===== src/rtl/button_ctrl_if.sv =====
// Button/CPU-side bundle for button_ctrl: raw buttons and game state in,
// debounced levels, pulses, difficulty and restart request out.
interface button_ctrl_if;
  logic        btn_l;
  logic        btn_c;
  logic        btn_r;
  logic        btn_u;
  logic        btn_d;
  logic [31:0] game_state;
  logic [31:0] difficulty;
  logic        diff_chg;
  logic [4:0]  btn_pulse;
  logic [4:0]  btn_level;
  logic        restart_req;

  modport master (
    output btn_l, btn_c, btn_r, btn_u, btn_d, game_state,
    input  difficulty, diff_chg, btn_pulse, btn_level, restart_req
  );

  modport slave (
    input  btn_l, btn_c, btn_r, btn_u, btn_d, game_state,
    output difficulty, diff_chg, btn_pulse, btn_level, restart_req
  );
endinterface


===== src/rtl/button_ctrl.sv =====
// Five-button front end: per-button sync + debounce + rising-edge pulse,
// then the difficulty-select FSM and the restart handshake with the CPU.
module button_ctrl_lane #(
  parameter int unsigned DEBOUNCE_CYCLES = 1000000
) (
  input  logic clock,
  input  logic anti_reset,
  input  logic raw,
  output logic level,
  output logic pulse
);
  localparam int unsigned CW = (DEBOUNCE_CYCLES > 1) ? $clog2(DEBOUNCE_CYCLES) : 1;
  localparam logic [CW-1:0] CNT_MAX = CW'(DEBOUNCE_CYCLES - 1);

  logic [1:0]    sync;
  logic [CW-1:0] cnt;
  logic          level_q;

  always_ff @(posedge clock or negedge anti_reset) begin
    if (!anti_reset) begin
      sync    <= '0;
      cnt     <= '0;
      level   <= 1'b0;
      level_q <= 1'b0;
      pulse   <= 1'b0;
    end else begin
      sync    <= {sync[0], raw};
      level_q <= level;
      pulse   <= level & ~level_q;
      // Counter clears at the terminal count, so it can never wrap.
      if (sync[1] == level) begin
        cnt <= '0;
      end else if (cnt == CNT_MAX) begin
        cnt   <= '0;
        level <= ~level;
      end else begin
        cnt <= cnt + CW'(1);
      end
    end
  end
endmodule

module button_ctrl #(
  parameter int unsigned DEBOUNCE_CYCLES = 1000000,
  parameter logic [31:0] DIFF_DEFAULT    = 32'd2
) (
  input logic         clock,
  input logic         anti_reset,
  button_ctrl_if.slave bus
);
  localparam int NUM_BTN = 5;

  typedef enum logic {SELECT, LOCKED} state_t;

  logic [NUM_BTN-1:0] raw;
  logic [NUM_BTN-1:0] level;
  logic [NUM_BTN-1:0] pulse;

  assign raw = {bus.btn_d, bus.btn_u, bus.btn_r, bus.btn_c, bus.btn_l};

  for (genvar i = 0; i < NUM_BTN; i++) begin : g_lane
    button_ctrl_lane #(.DEBOUNCE_CYCLES(DEBOUNCE_CYCLES)) u_lane (
      .clock      (clock),
      .anti_reset (anti_reset),
      .raw        (raw[i]),
      .level      (level[i]),
      .pulse      (pulse[i])
    );
  end

  state_t     state, state_nxt;
  logic [1:0] diff, diff_nxt;
  logic       chg, chg_nxt;
  logic       restart, restart_nxt;

  // Only the two low bits are stored; the upper difficulty bits are tied to 0.
  always_ff @(posedge clock or negedge anti_reset) begin
    if (!anti_reset) begin
      state   <= SELECT;
      diff    <= DIFF_DEFAULT[1:0];
      chg     <= 1'b0;
      restart <= 1'b0;
    end else begin
      state   <= state_nxt;
      diff    <= diff_nxt;
      chg     <= chg_nxt;
      restart <= restart_nxt;
    end
  end

  always_comb begin
    state_nxt   = (bus.game_state == 32'd0) ? SELECT : LOCKED;
    diff_nxt    = diff;
    chg_nxt     = 1'b0;
    restart_nxt = restart;

    if (state == SELECT) begin
      if (pulse[0]) begin
        diff_nxt = 2'd1;
        chg_nxt  = 1'b1;
      end else if (pulse[1]) begin
        diff_nxt = 2'd2;
        chg_nxt  = 1'b1;
      end else if (pulse[2]) begin
        diff_nxt = 2'd3;
        chg_nxt  = 1'b1;
      end
    end

    // Held until the CPU returns to the menu; extra presses are absorbed.
    if (restart) begin
      if (bus.game_state == 32'd0) restart_nxt = 1'b0;
    end else if (pulse[3] && bus.game_state == 32'd2) begin
      restart_nxt = 1'b1;
    end
  end

  assign bus.difficulty  = {30'd0, diff};
  assign bus.diff_chg    = chg;
  assign bus.btn_pulse   = pulse;
  assign bus.btn_level   = level;
  assign bus.restart_req = restart;
endmodule


===== src/flat_wrapper.sv =====
// flat-port wrapper written by rule: the top's interface ports become plain ports
module button_ctrl_flat 
#(
  parameter int unsigned DEBOUNCE_CYCLES = 1000000,
  parameter logic [31:0] DIFF_DEFAULT    = 32'd2
)
  (clock, anti_reset, bus_btn_l, bus_btn_c, bus_btn_r, bus_btn_u, bus_btn_d, bus_game_state, bus_difficulty, bus_diff_chg, bus_btn_pulse, bus_btn_level, bus_restart_req);
  button_ctrl_if bus_i ();
  input logic clock;
  input logic anti_reset;
  input wire logic [$bits(bus_i.btn_l)-1:0] bus_btn_l;
  input wire logic [$bits(bus_i.btn_c)-1:0] bus_btn_c;
  input wire logic [$bits(bus_i.btn_r)-1:0] bus_btn_r;
  input wire logic [$bits(bus_i.btn_u)-1:0] bus_btn_u;
  input wire logic [$bits(bus_i.btn_d)-1:0] bus_btn_d;
  input wire logic [$bits(bus_i.game_state)-1:0] bus_game_state;
  output wire logic [$bits(bus_i.difficulty)-1:0] bus_difficulty;
  output wire logic [$bits(bus_i.diff_chg)-1:0] bus_diff_chg;
  output wire logic [$bits(bus_i.btn_pulse)-1:0] bus_btn_pulse;
  output wire logic [$bits(bus_i.btn_level)-1:0] bus_btn_level;
  output wire logic [$bits(bus_i.restart_req)-1:0] bus_restart_req;
  assign bus_i.btn_l = bus_btn_l;
  assign bus_i.btn_c = bus_btn_c;
  assign bus_i.btn_r = bus_btn_r;
  assign bus_i.btn_u = bus_btn_u;
  assign bus_i.btn_d = bus_btn_d;
  assign bus_i.game_state = bus_game_state;
  assign bus_difficulty = bus_i.difficulty;
  assign bus_diff_chg = bus_i.diff_chg;
  assign bus_btn_pulse = bus_i.btn_pulse;
  assign bus_btn_level = bus_i.btn_level;
  assign bus_restart_req = bus_i.restart_req;
  button_ctrl #(.DEBOUNCE_CYCLES(DEBOUNCE_CYCLES), .DIFF_DEFAULT(DIFF_DEFAULT)) u_core (.clock(clock), .anti_reset(anti_reset), .bus(bus_i));
endmodule

===== config.mk =====
export PLATFORM = sky130hd
export DESIGN_NAME = button_ctrl_flat
export DESIGN_NICKNAME = d
export VERILOG_FILES = /design/src/rtl/button_ctrl_if.sv /design/src/rtl/button_ctrl.sv /design/src/flat_wrapper.sv
export SDC_FILE = /design/constraint.sdc
export NUM_CORES = 1
export LEC_CHECK = 0
export ABC_AREA = 1
export BUFFER_PORTS_ARGS = -buffer_cell sky130_fd_sc_hd__buf_2
export CORE_MARGIN = 10
export CORE_UTILIZATION = 53
export CTS_CLUSTER_DIAMETER = 100
export DETAILED_ROUTE_END_ITERATION = 10
export PLACE_DENSITY = 0.82
export SETUP_SLACK_MARGIN = 0.3
export SKIP_CTS_REPAIR_TIMING = 1
export SLEW_MARGIN = 30
export SYNTH_ARGS = -nofsm -noshare
export SYNTH_HDL_FRONTEND = slang
export SYNTH_SLANG_ARGS = --single-unit

===== constraint.sdc =====
create_clock -name clock -period 1.2 [get_ports clock]
set_input_delay 0.24 -clock clock [delete_from_list [all_inputs] [get_ports clock]]
set_output_delay 0.24 -clock clock [all_outputs]
set_load 0.005 [all_outputs]

# Word-level counts from Yosys, hierarchy flattened
# Cells that the tools add are included.
[totals]
regBits = 130
[classes]
n_bitwise = 21
add_sub_neg = 5
eq_ne = 11
n_mux = 20
n_reduce_logical = 9
[ops]
columns = ["op", "n"]
rows = [
  ["20-bit 2-to-1 mux", 10],
  ["20-bit by 1-bit adder with 20-bit output, second input constant", 5],
  ["20-bit == test, second input constant", 5],
  ["32-bit by 2-bit == test with 1-bit output, second input constant", 1],
  ["32-bit logical NOT", 1],
  ["1-bit inverter", 16],
  ["2-bit AND reduction", 6],
  ["1-bit 2-to-1 mux", 7],
  ["2-bit 2-to-1 mux", 3],
  ["1-bit AND", 5],
  ["1-bit == test", 5],
  ["3-bit nonzero test", 1],
  ["1-bit logical AND", 1],
]

# Logic depth before layout (Yosys ltp)
# Gate-level depths: netlist (run 1).
[logic_depth]
word_depth = 4
ltp_mapped = 9
mapped_depth_nobuf = 9

# Hierarchy
# A second synthesis (run 1) with hierarchy kept.
[unflattened]
cells_unflattened = 904
area_unflattened_um2 = 7165.6
[modules_own_cells]
columns = ["module", "seq_area_each_um2", "cells_per_inst", "area_each_um2", "instances"]
rows = [
  ["button_ctrl_lane", 625.6, 164, 1318.8, 5],
  ["button_ctrl", 126.4, 84, 571.8, 1],
]

# Worst setup path after synthesis (run 1)
# OpenSTA, ideal clock, no wires.
[synth_path]
path_type = "register -> register"
start = "reg u_core.g_lane[2].u_lane.cnt[0]"
end = "reg u_core.g_lane[2].u_lane.cnt[12]"
path_slack_ps = -88
arrival_ps = 1164
path_stages_with_launch = 8
setup_ps = 124
synth_period_minus_slack_ps = 1288
path_cell_list = "dfrtp_1 -> ha_1 -> nand3_1 -> inv_1 -> nand2_1 -> nor2_1 -> xor2_1 -> nor2_1"
[synth_between]
elab_chain_len = 3
word_cells_on_any_way = 4
cone_classes = "add/sub: 1; eq/ne: 1; mux: 2"
[synth_lines]
columns = ["element", "line_no", "rtl"]
rows = [
  ["from (decl)", "button_ctrl.sv:16", "logic [CW-1:0] cnt;"],
  ["from (signal assigned)", "button_ctrl.sv:37", "cnt <= cnt + CW'(1);"],
  ["20-bit by 1-bit adder with 20-bit output or 20-bit == test (tied branches)", "button_ctrl.sv:37, button_ctrl.sv:33", ""],
  ["20-bit 2-to-1 mux (*)", "button_ctrl.sv:33", "end else if (cnt == CNT_MAX) begin"],
  ["20-bit 2-to-1 mux (*)", "button_ctrl.sv:31", "if (sync[1] == level) begin"],
]
# Every way passes the cells marked *; elsewhere a longest branch is shown, timed or not.
# A chain may end at the register's enable or synchronous reset.

# Worst setup path after layout (run 1)
[layout_path]
start = "reg u_core.g_lane[2].u_lane.cnt[1]"
end = "reg u_core.g_lane[2].u_lane.cnt[1]"
# Same word-level chain as after synthesis.

==> results of run 1 <==
[sequential cells by signal, indices dropped and copies added, names as in the netlist]
| register | count |
|---|---|
| u_core.g_lane.u_lane.cnt | 100 |
| u_core.g_lane.u_lane.pulse | 5 |
| u_core.bus.diff_chg | 1 |
| u_core.g_lane.u_lane.level_q | 5 |
| u_core.diff | 2 |
| u_core.bus.restart_req | 1 |
| u_core.state | 1 |
| u_core.g_lane.u_lane.level | 5 |
| u_core.g_lane.u_lane.sync | 10 |
[through the flow]
step           cell area [µm²]  TNS [ps]
2_1_floorplan             7707         0
3_3_place_gp              8745     -3282
3_5_place_dp              8745     -5301
4_1_cts                   9363     -7808
5_1_grt                  10770    -18640
6_report                 10770    -12610
[layout make-up]
type,count,area share [%]
multi-input cells,689,42.95
clock inverters,11,1.405
repair buffers,216,15.50
well taps,176,2.044
clock buffers,20,4.332
inverters,88,3.159
flip-flops and latches,130,30.61
[per-layer routing]
layer	track usage, %	vias up
li1	-	3260
met1	23.48	3503
met2	35.03	347
met5	0	-
met3	4.949	82
met4	6.272	0
[worst max-delay path: stages, from the launching register on]
cell     delay [ps]
dfrtp_1         430
ha_4            180
nand3_4         110
nor2_4          180
nand3_4         180
nand2_8         190
nor2_4           50
[Yosys cell counts (all sizes together)]
library cell    n
ha              5
nor3b           3
nor2          268
nor3            9
dfstp           1
a21oi          20
a31oi           2
and2            4
nand4          23
xor2           33
or2             3
nand3b          3
inv            88
xnor2          20
nand3          73
dfrtp         129
o21ai          12
buf            40
mux2            1
conb            1
clkbuf          3
o21bai          5
nand2         175
[cells by family after synthesis]
group | share of synthesized area [%]
fa+ha+maj | 0.8697
flops | 45.24
compound gates | 2.922
simple gates | 35.17
mux | 0.1565
other cells | 0.05213
buf+inv | 8.923
xor+xnor | 6.662
[report_power, final]
group / total, µW / switching (µW) / internal, µW
clock: 5440 / 2010 / 3430
sequential: 4520 / 76.1 / 4450
combinational: 634 / 364 / 270
[worst max-delay path by stage]
stage / from / slack, ps / end / cells after the start
6_report: u_core.g_lane[2].u_lane.cnt[1] / -250 / u_core.g_lane[2].u_lane.cnt[1] / 6
3_5_place_dp: u_core.g_lane[2].u_lane.cnt[2] / -160 / u_core.g_lane[2].u_lane.cnt[15] / 5
2_1_floorplan: u_core.g_lane[0].u_lane.cnt[0] / 7 / u_core.g_lane[0].u_lane.level / 6
3_3_place_gp: u_core.g_lane[1].u_lane.cnt[0] / -90 / u_core.g_lane[1].u_lane.cnt[0] / 6
4_1_cts: u_core.g_lane[1].u_lane.pulse / -170 / bus_btn_pulse[1] / 2
5_1_grt: u_core.g_lane[1].u_lane.cnt[5] / -300 / u_core.g_lane[1].u_lane.cnt[18] / 8
==> metrics.cfg, run 1 <==
[sta]
min_period_ps = 1448
final_max_slew_viol_count = 0
skew_ps = 6.193
setup_viol = 103
rsz0062_at_grt = true
hold_viol = 0
hold_slack_ps = 129.9
setup_ws_ps = -248.4
timing.fmax_ghz = 0.6904
fin_crit_sh_pct = 120.7

[clock_tree]
ctsHtreeMaxLevel = 4
numCtsBuffers = 17
cts_tree = yes
clock_sinks = 130
cts.clk_slew.worst_paths_ps = 60
cts_buffer_depth = 2
clk_latency_ps = 430
cts-root-buf = clkbuf_16

[power]
power_uw = 10590
cellLeakagePower_uw = 0.004842
irDropWorstVdd_mv = 1.130
power_density_nw_per_um2 = 983.1

[global_routing]
antenna_found_initial = 0
gr-total-overflow = 0
grt_use_total_pct = 19.98
grt_pass1_wl_mm = 30.02
grt_max_degree = 44
grt_pass1_vias = 6554

[synthesis]
yosysTopAreaCell = dfrtp_1
avgSynthCellArea_um2 = 7.810
syn_area_um2 = 7193
seq_area_frac_synth_pct = 45.24
synth.distinct_cells = 33
syn_inst = 921
synth_top_area_share_pct = 44.88
yosys_register_bits = 130
ys_top_cells_by_area = dfrtp_1, nor2_1, nand2_1
ys_warn_count = 0

[worst_hold_path]
hold_path_end = u_core.state
min_path_type = in -> reg
hp-start = bus_game_state[7]
holdPathStages = 5

[floorplan]
initial_core_util_pct = 54.10
die_height_um = 136.5
die-area_um2 = 18630
std_cell_rows = 42
pin_count = 83
die-width_um = 136.5
core-area_um2 = 13300

[job]
maxCapViolCount = 0

[setup_path]
worst_r2r_endpoint = u_core.g_lane[2].u_lane.cnt[1]
reg2reg_slack_ps = -250
cp_max_fo = 8
worstSetupEndpointType = flop
arrival_ps = 1760
crit_path_start_kind = flop
critPathKind = reg -> reg
required_ps = 1520
worstRegToRegCells = 6
r2r_start = u_core.g_lane[2].u_lane.cnt[1]

[layout]
multi_input_area_um2 = 4627
syn_to_final_growth_pct = 49.78
final_util_pct = 81.04
nets = 1186
stdcell_count = 1330
fill_cells = 743
num_antenna_cells = 0
final_cell_mix = nor2_1, nand2_1, buf_4
drive_gt1_share_pct = 45.67
final_common_cell = nor2_1
seqCellArea_um2 = 3298

[placement]
port_buffers = 52
hpwl_mm = 13.34
dp_slack_ps = -157.9
gp_congestion = 0.9176
placed_cells = 1248

[detailed_routing]
num_vias = 7192
met3_length_mm = 1.344
avgViaCountPerCell = 5.408
antenna_left = 0
dr.max_layer_used = met4
drc = 0
wl_per_cell_um = 17.45
first_pass_iters = 6
wl_met2_mm = 12.38
met1Wirelength_mm = 8.649
drt_iter0_drc = 665
drt-total-wl_mm = 23.21

[outcome]
status = finished, violations left
failed_checks = setup timing

(Power assumes the default switching activity.)
==> run 2: changes to the inputs <==
Settings changed: CORE_UTILIZATION 53 to 59, PLACE_DENSITY 0.82 to 0.86.
Clock period 1.2 ns to 1.4 ns, I/O delays scaled along.
==> metrics.cfg, run 2 (synthesis results as in run 1) <==
[layout]
nets = 1099  ; -7.3%
regMostFlops = u_core.g_lane.u_lane.cnt
final_common_cell = nor2_1
num_antenna_cells = 0  ; unchanged
drive_gt1_share_pct = 37.73  ; -7.9 points
syn_to_final_growth_pct = 34.20
stdcell_count = 1215  ; -8.6%
largest_reg_flops = 100  ; unchanged
fill_cells = 612  ; -18%
final_util_pct = 80.70  ; -0.34 points
biggestRegsByFlops = u_core.g_lane.u_lane.cnt x100, u_core.g_lane.u_lane.sync x10
final_cell_mix = nor2_1, nand2_1, dfrtp_1

[power]
p_seq_share_pct = 43.2  ; +0.5 points
irDropWorstVdd_mv = 0.7601  ; -33%
cellLeakagePower_uw = 0.004301  ; -11%
clkPwrFrac_pct = 51.2  ; about the same
switching_share_pct = 24.43  ; +1.3 points
power_density_nw_per_um2 = 925.5  ; -5.9%
internal_power_uw = 6751  ; -17%
switchingPower_uw = 2183  ; -11%
power_frac_comb_pct = 5.5  ; -0.5 points

[clock_tree]
clk_latency_ps = 430  ; about the same
cts-root-buf = clkbuf_16
cts.clk_slew.worst_paths_ps = 60  ; about the same
ctsHtreeMaxLevel = 4  ; unchanged
cts_buffer_depth = 2  ; unchanged
clock_sinks = 130  ; unchanged
numCtsBuffers = 17  ; unchanged
cts_tree = yes

[global_routing]
grt_pass1_vias = 6060  ; -7.5%
grt_pass1_wl_mm = 27.66  ; -7.9%
antenna_found_initial = 0  ; unchanged
gr-total-overflow = 0  ; unchanged
grt_use_total_pct = 20.30  ; +0.32 points
grt_max_degree = 41  ; -6.8%

[setup_path]
worstRegToRegCells = 7  ; +1
arrival_ps = 1850  ; +90 ps
r2r_start = u_core.g_lane[1].u_lane.cnt[9]
cp_slowest_stage_delay_ps = 420  ; about the same
crit_top_cell = nor2_2
reg2reg_slack_ps = -140  ; +110 ps
critPathKind = reg -> reg
worst_r2r_endpoint = u_core.g_lane[1].u_lane.cnt[9]
cp_max_fo = 6  ; -2
required_ps = 1710  ; +190 ps
cp_top_family = simple AND/OR/NAND/NOR gates
worstSetupEndpointType = flop
crit_buf_inv = 1  ; +1
crit_path_top_delay_cell = dfrtp_2
crit_path_start_kind = flop
path_cells = inv_1, nor2_1, nand2_1, nor2_2, nand3_4, nand2_8, nor2_2

[floorplan]
initial_core_util_pct = 60.14  ; +6.0 points
std_cell_rows = 40  ; -4.8%
die-width_um = 130.4  ; -4.5%
die-area_um2 = 17010  ; -8.7%
core-area_um2 = 11960  ; -10%
pin_count = 83  ; unchanged
die_height_um = 130.4  ; -4.5%

[worst_hold_path]
holdPathStages = 6  ; +1
min_path_type = in -> reg
hp-start = bus_game_state[5]
hold_path_end = u_core.bus.restart_req

[sta]
setup_viol = 27  ; -74%
final_max_slew_viol_count = 0  ; unchanged
fin_crit_sh_pct = 109.8  ; -11 points
timing.fmax_ghz = 0.6505  ; -5.8%
skew_ps = 8.292  ; +2.099 ps
hold_slack_ps = 198.5  ; +68.58 ps
hold_viol = 0  ; unchanged
setup_ws_ps = -137.3  ; +111.1 ps
min_period_ps = 1537  ; +88.94 ps
rsz0062_at_grt = true

[detailed_routing]
drc = 0  ; unchanged
drt_iter0_drc = 735  ; +11%
antenna_left = 0  ; unchanged
first_pass_iters = 6  ; unchanged
wl_per_cell_um = 18.33  ; +5.0%
num_vias = 7023  ; -2.3%
avgViaCountPerCell = 5.780  ; +6.9%
drt-total-wl_mm = 22.27  ; -4.0%

[placement]
gp_congestion = 0.9512  ; +3.7%
dp_slack_ps = 34.60  ; +192.5 ps
port_buffers = 52  ; unchanged
hpwl_mm = 12.03  ; -9.8%
placed_cells = 1128  ; -9.6%

[outcome]
status = finished, violations left
failed_checks = setup timing

[job]
maxCapViolCount = 0  ; unchanged

==> run 2: cell count changes in the layout (fill, tap and decap cells not counted), sizes merged <==
cell / delta
clkinvlp: -1
buf: -88
clkbuf: -1
bufinv: -1
inv: +2
clkinv: +3
==> run 2: how the worst max path moves through the flow <==
stage                                              start                              end  depth (start not counted)
after floorplan           u_core.g_lane[0].u_lane.cnt[0]    u_core.g_lane[0].u_lane.level                          6
after global placement    u_core.g_lane[3].u_lane.cnt[0]   u_core.g_lane[3].u_lane.cnt[5]                          6
after detailed placement  u_core.g_lane[4].u_lane.cnt[0]  u_core.g_lane[4].u_lane.cnt[18]                          9
after CTS                 u_core.g_lane[3].u_lane.cnt[6]  u_core.g_lane[3].u_lane.cnt[19]                          7
after global routing      u_core.g_lane[1].u_lane.cnt[9]   u_core.g_lane[1].u_lane.cnt[9]                          7
final                     u_core.g_lane[1].u_lane.cnt[9]   u_core.g_lane[1].u_lane.cnt[9]                          7
==> run 2: final cells by class <==
class                      count  area [µm²]  area share, %
clock buffer                  19       452.9          4.692
clock inverter                13       150.1          1.555
inverter                      88       330.3          3.422
multi-input combinational    689        4303          44.58
sequential                   130        3292          34.10
tap                          147       183.9          1.905
timing repair buffer         128       935.9          9.695
timing repair inverter         1       5.005        0.05185
==> run 2: power by group through the flow <==
stage          Clock (µW)  Combinational, µW  Sequential, µW
2_1_floorplan           0                239            3920
3_3_place_gp            0                380            3920
3_5_place_dp            0                397            3920
4_1_cts              4540                401            3860
5_1_grt              4750                547            3870
6_report             4580                492            3860
==> run 2: worst register-to-register path: stages, from the launching register on <==
cell     delay, ps
dfrtp_2        420
inv_1          130
nor2_1         200
nand2_1        150
nor2_2         170
nand3_4        170
nand2_8        140
nor2_2          50
==> run 2: stage by stage <==
step           total power (µW)  TNS (ps)  instance area, µm²
2_1_floorplan              4158         0                7591
3_3_place_gp               4300         0                7933
3_5_place_dp               4320         0                7933
4_1_cts                    8795   -0.9761                8536
5_1_grt                    9164     -4888                9653
6_report                   8933     -1454                9653
==> run 2: routing by layer <==
metal,vias up,track usage [%],share of wire [%]
li1,3093,-,-
met1,3308,24.31,37
met2,502,34.64,49
met3,120,5.560,8.9
met4,0,6.867,5.0
met5,-,0,0
==> run 3: changes to the inputs <==
Settings changed: SYNTH_HIERARCHICAL from default to 1.
==> metrics.cfg, run 3 <==
[layout]
final_cell_mix = nor2_1, nand2_1, dfrtp_1
final_common_cell = nor2_1
num_antenna_cells = 0  ; unchanged
stdcell_count = 1228  ; +1.1%
drive_gt1_share_pct = 45.51  ; +7.8 points
largest_reg_flops = 100  ; unchanged
fin_area_um2 = 10230  ; +6.0%
syn_to_final_growth_pct = 42.75
regMostFlops = u_core/g_lane.u_lane/cnt
nets = 1112  ; +1.2%
biggestRegsByFlops = u_core/g_lane.u_lane/cnt x100, u_core/g_lane.u_lane/sync x10

[worst_hold_path]
hold_path_end = u_core/state
min_path_type = in -> reg
holdPathStages = 5  ; -1
hp-start = bus_game_state[2]

[clock_tree]
ctsHtreeMaxLevel = 4  ; unchanged
cts-root-buf = clkbuf_16
cts.clk_slew.worst_paths_ps = 60  ; about the same
clk_latency_ps = 430  ; about the same
cts_buffer_depth = 2  ; unchanged
numCtsBuffers = 17  ; unchanged
clock_sinks = 130  ; unchanged
cts_tree = yes

[detailed_routing]
drt-total-wl_mm = 24.50  ; +10%
first_pass_iters = 6  ; unchanged
wl_per_cell_um = 19.95  ; +8.9%
drc = 0  ; unchanged
antenna_left = 0  ; unchanged
drt_iter0_drc = 947  ; +29%
avgViaCountPerCell = 5.933  ; +2.6%
num_vias = 7286  ; +3.7%

[floorplan]
initial_core_util_pct = 59.91  ; -0.23 points
die-area_um2 = 16950  ; -0.32%
core-area_um2 = 11960  ; unchanged
std_cell_rows = 40  ; unchanged
die-width_um = 130.2  ; -0.16%
die_height_um = 130.2  ; -0.16%
pin_count = 83  ; unchanged

[outcome]
status = finished, violations left
failed_checks = setup timing

[synthesis]
synth_common_cells = nor2_1, nand2_1, dfrtp_1
async_flop_share_pct = 100.0  ; unchanged
yosysTopAreaCell = dfrtp_1
synth_xor_area_share_pct = 6.635  ; -0.027 points
syn_inst = 904  ; -1.8%
synth_flop_cell = dfrtp_1
synth_mux_area_share_pct = 0  ; -0.16 points
synth_fa_ha_area_share_pct = 0.8731  ; +0.0033 points
avgSynthCellArea_um2 = 7.927  ; +1.5%
synth_compound_area_share_pct = 2.951  ; +0.029 points
synth.distinct_cells = 29  ; -12%
seq_area_frac_synth_pct = 45.42  ; +0.17 points
synth_top_family_by_area = simple AND/OR/NAND/NOR gates
synth_top_area_share_pct = 45.05  ; +0.17 points
ys_warn_count = 6  ; +6
synth-simple-area-share_pct = 36.48  ; +1.3 points
syn_area_um2 = 7166  ; -0.38%
ys_top_cells_by_area = dfrtp_1, nor2_1, nand2_1
yosys_register_bits = 130  ; unchanged
synth_edf_count = 0  ; unchanged
yosysMostFrequentCell = nor2_1

[sta]
setup_ws_ps = -129.4  ; +7.865 ps
min_period_ps = 1529  ; -7.865 ps
setup_viol = 26  ; -3.7%
hold_viol = 0  ; unchanged
fin_crit_sh_pct = 109.2  ; -0.56 points
skew_ps = 8.740  ; +0.4475 ps
hold_slack_ps = 188.4  ; -10.13 ps
rsz0062_at_grt = true
timing.fmax_ghz = 0.6538  ; +0.51%
final_max_slew_viol_count = 0  ; unchanged
finalSetupTns_ps = -799.1  ; +654.7 ps

[setup_path]
reg2reg_slack_ps = -130  ; about the same
arrival_ps = 1870  ; +20 ps
worst_r2r_endpoint = u_core/g_lane[0].u_lane/cnt[14]
worstSetupEndpointType = flop
required_ps = 1750  ; +40 ps
r2r_start = u_core/g_lane[0].u_lane/cnt[0]
crit_path_start_kind = flop
cp_slowest_stage_delay_ps = 420  ; about the same
cp_max_fo = 4  ; -2
path_cells = ha_4, nand3_4, nor2_4, nand3_2, nand2_1, nand3_1, nor2_1
critPathKind = reg -> reg
crit_path_top_delay_cell = dfrtp_1
worstRegToRegCells = 7  ; unchanged

[placement]
port_buffers = 52  ; unchanged
placed_cell_area_um2 = 7677  ; -3.2%
placed_cells = 1109  ; -1.7%
gp_congestion = 0.9237  ; -2.9%
hpwl_mm = 11.90  ; -1.1%

[power]
cellLeakagePower_uw = 0.004485  ; +4.3%
irDropWorstVdd_mv = 0.8301  ; +9.2%
power_uw = 8731  ; -2.3%
power_density_nw_per_um2 = 853.6  ; -7.8%

[global_routing]
grt_use_total_pct = 20.11  ; -0.19 points
grt_pass1_vias = 5953  ; -1.8%
grt_max_degree = 58  ; +41%
antenna_found_initial = 0  ; unchanged
gr-total-overflow = 0  ; unchanged
grt_pass1_wl_mm = 27.23  ; -1.6%

[job]
maxCapViolCount = 0  ; unchanged

-- run 3: cell count changes in the layout (fill, tap and decap cells not counted), moves of 11 or more --
cell,before,now
nand3_1,36,25
buf_6,12,25
nand2_4,10,22
nand2_1,134,106
-- run 3: critical path, delay by kind of cell, from the launching register on --
kind	cells	cell delay (ps)
and+or+nand+nor	6	830
adders and majority gates	1	200
DFF	1	420
-- run 3: per-stage QoR --
stage                     setup WS (ps)  utilization (%)
final                            -129.4            85.51
after global routing             -145.8            85.51
after CTS                        -28.34            68.89
after detailed placement         -23.23            64.18
after global placement            34.81            64.18
after floorplan                   170.9                -
-- run 3: final cells by class --
cell class	count	area [µm²]
multi-input combinational	688	4698
sequential	130	3304
fill	562	1733
timing repair buffer	144	1127
clock buffer	27	513.0
inverter	85	336.6
tap	147	183.9
clock inverter	5	50.05
timing repair inverter	2	15.01
-- run 3: per-layer routing --
metal	GRT usage, %	vias to the layer above	routed length (µm)
met2	33.05	532	12440
met5	0	-	0
met4	7.540	0	1360
li1	-	3120	-
met1	24.69	3485	8598
met3	5.639	149	2104
-- run 3: cells by family after synthesis --
family / after synthesis
AO/OA/AOI/OAI: 39
XOR/XNOR: 50
adder cells (fa/ha/maj): 5
buffers and inverters: 115
flip-flops: 130
other: 1
AND/OR/NAND/NOR: 564
-- run 3: power by group --
part           switching [µW]  leakage [µW]  internal (µW)  total, µW
combinational             324       0.00250            214        538
clock                    1650      0.000281           2660       4310
sequential               72.2       0.00171           3810       3880
-- run 3: how the worst max path moves through the flow --
stage                                         startpoint                               to  cells after the start  slack (ps)
final                     u_core/g_lane[0].u_lane/cnt[0]  u_core/g_lane[0].u_lane/cnt[14]                      7        -130
after detailed placement  u_core/g_lane[0].u_lane/cnt[0]   u_core/g_lane[0].u_lane/cnt[9]                      6         -20
after CTS                 u_core/g_lane[0].u_lane/cnt[0]   u_core/g_lane[0].u_lane/cnt[9]                      6         -30
after global routing      u_core/g_lane[0].u_lane/cnt[0]  u_core/g_lane[0].u_lane/cnt[14]                      7        -150
after global placement    u_core/g_lane[3].u_lane/cnt[0]   u_core/g_lane[3].u_lane/cnt[9]                      6          30
after floorplan           u_core/g_lane[0].u_lane/cnt[0]   u_core/g_lane[0].u_lane/cnt[5]                      6         170
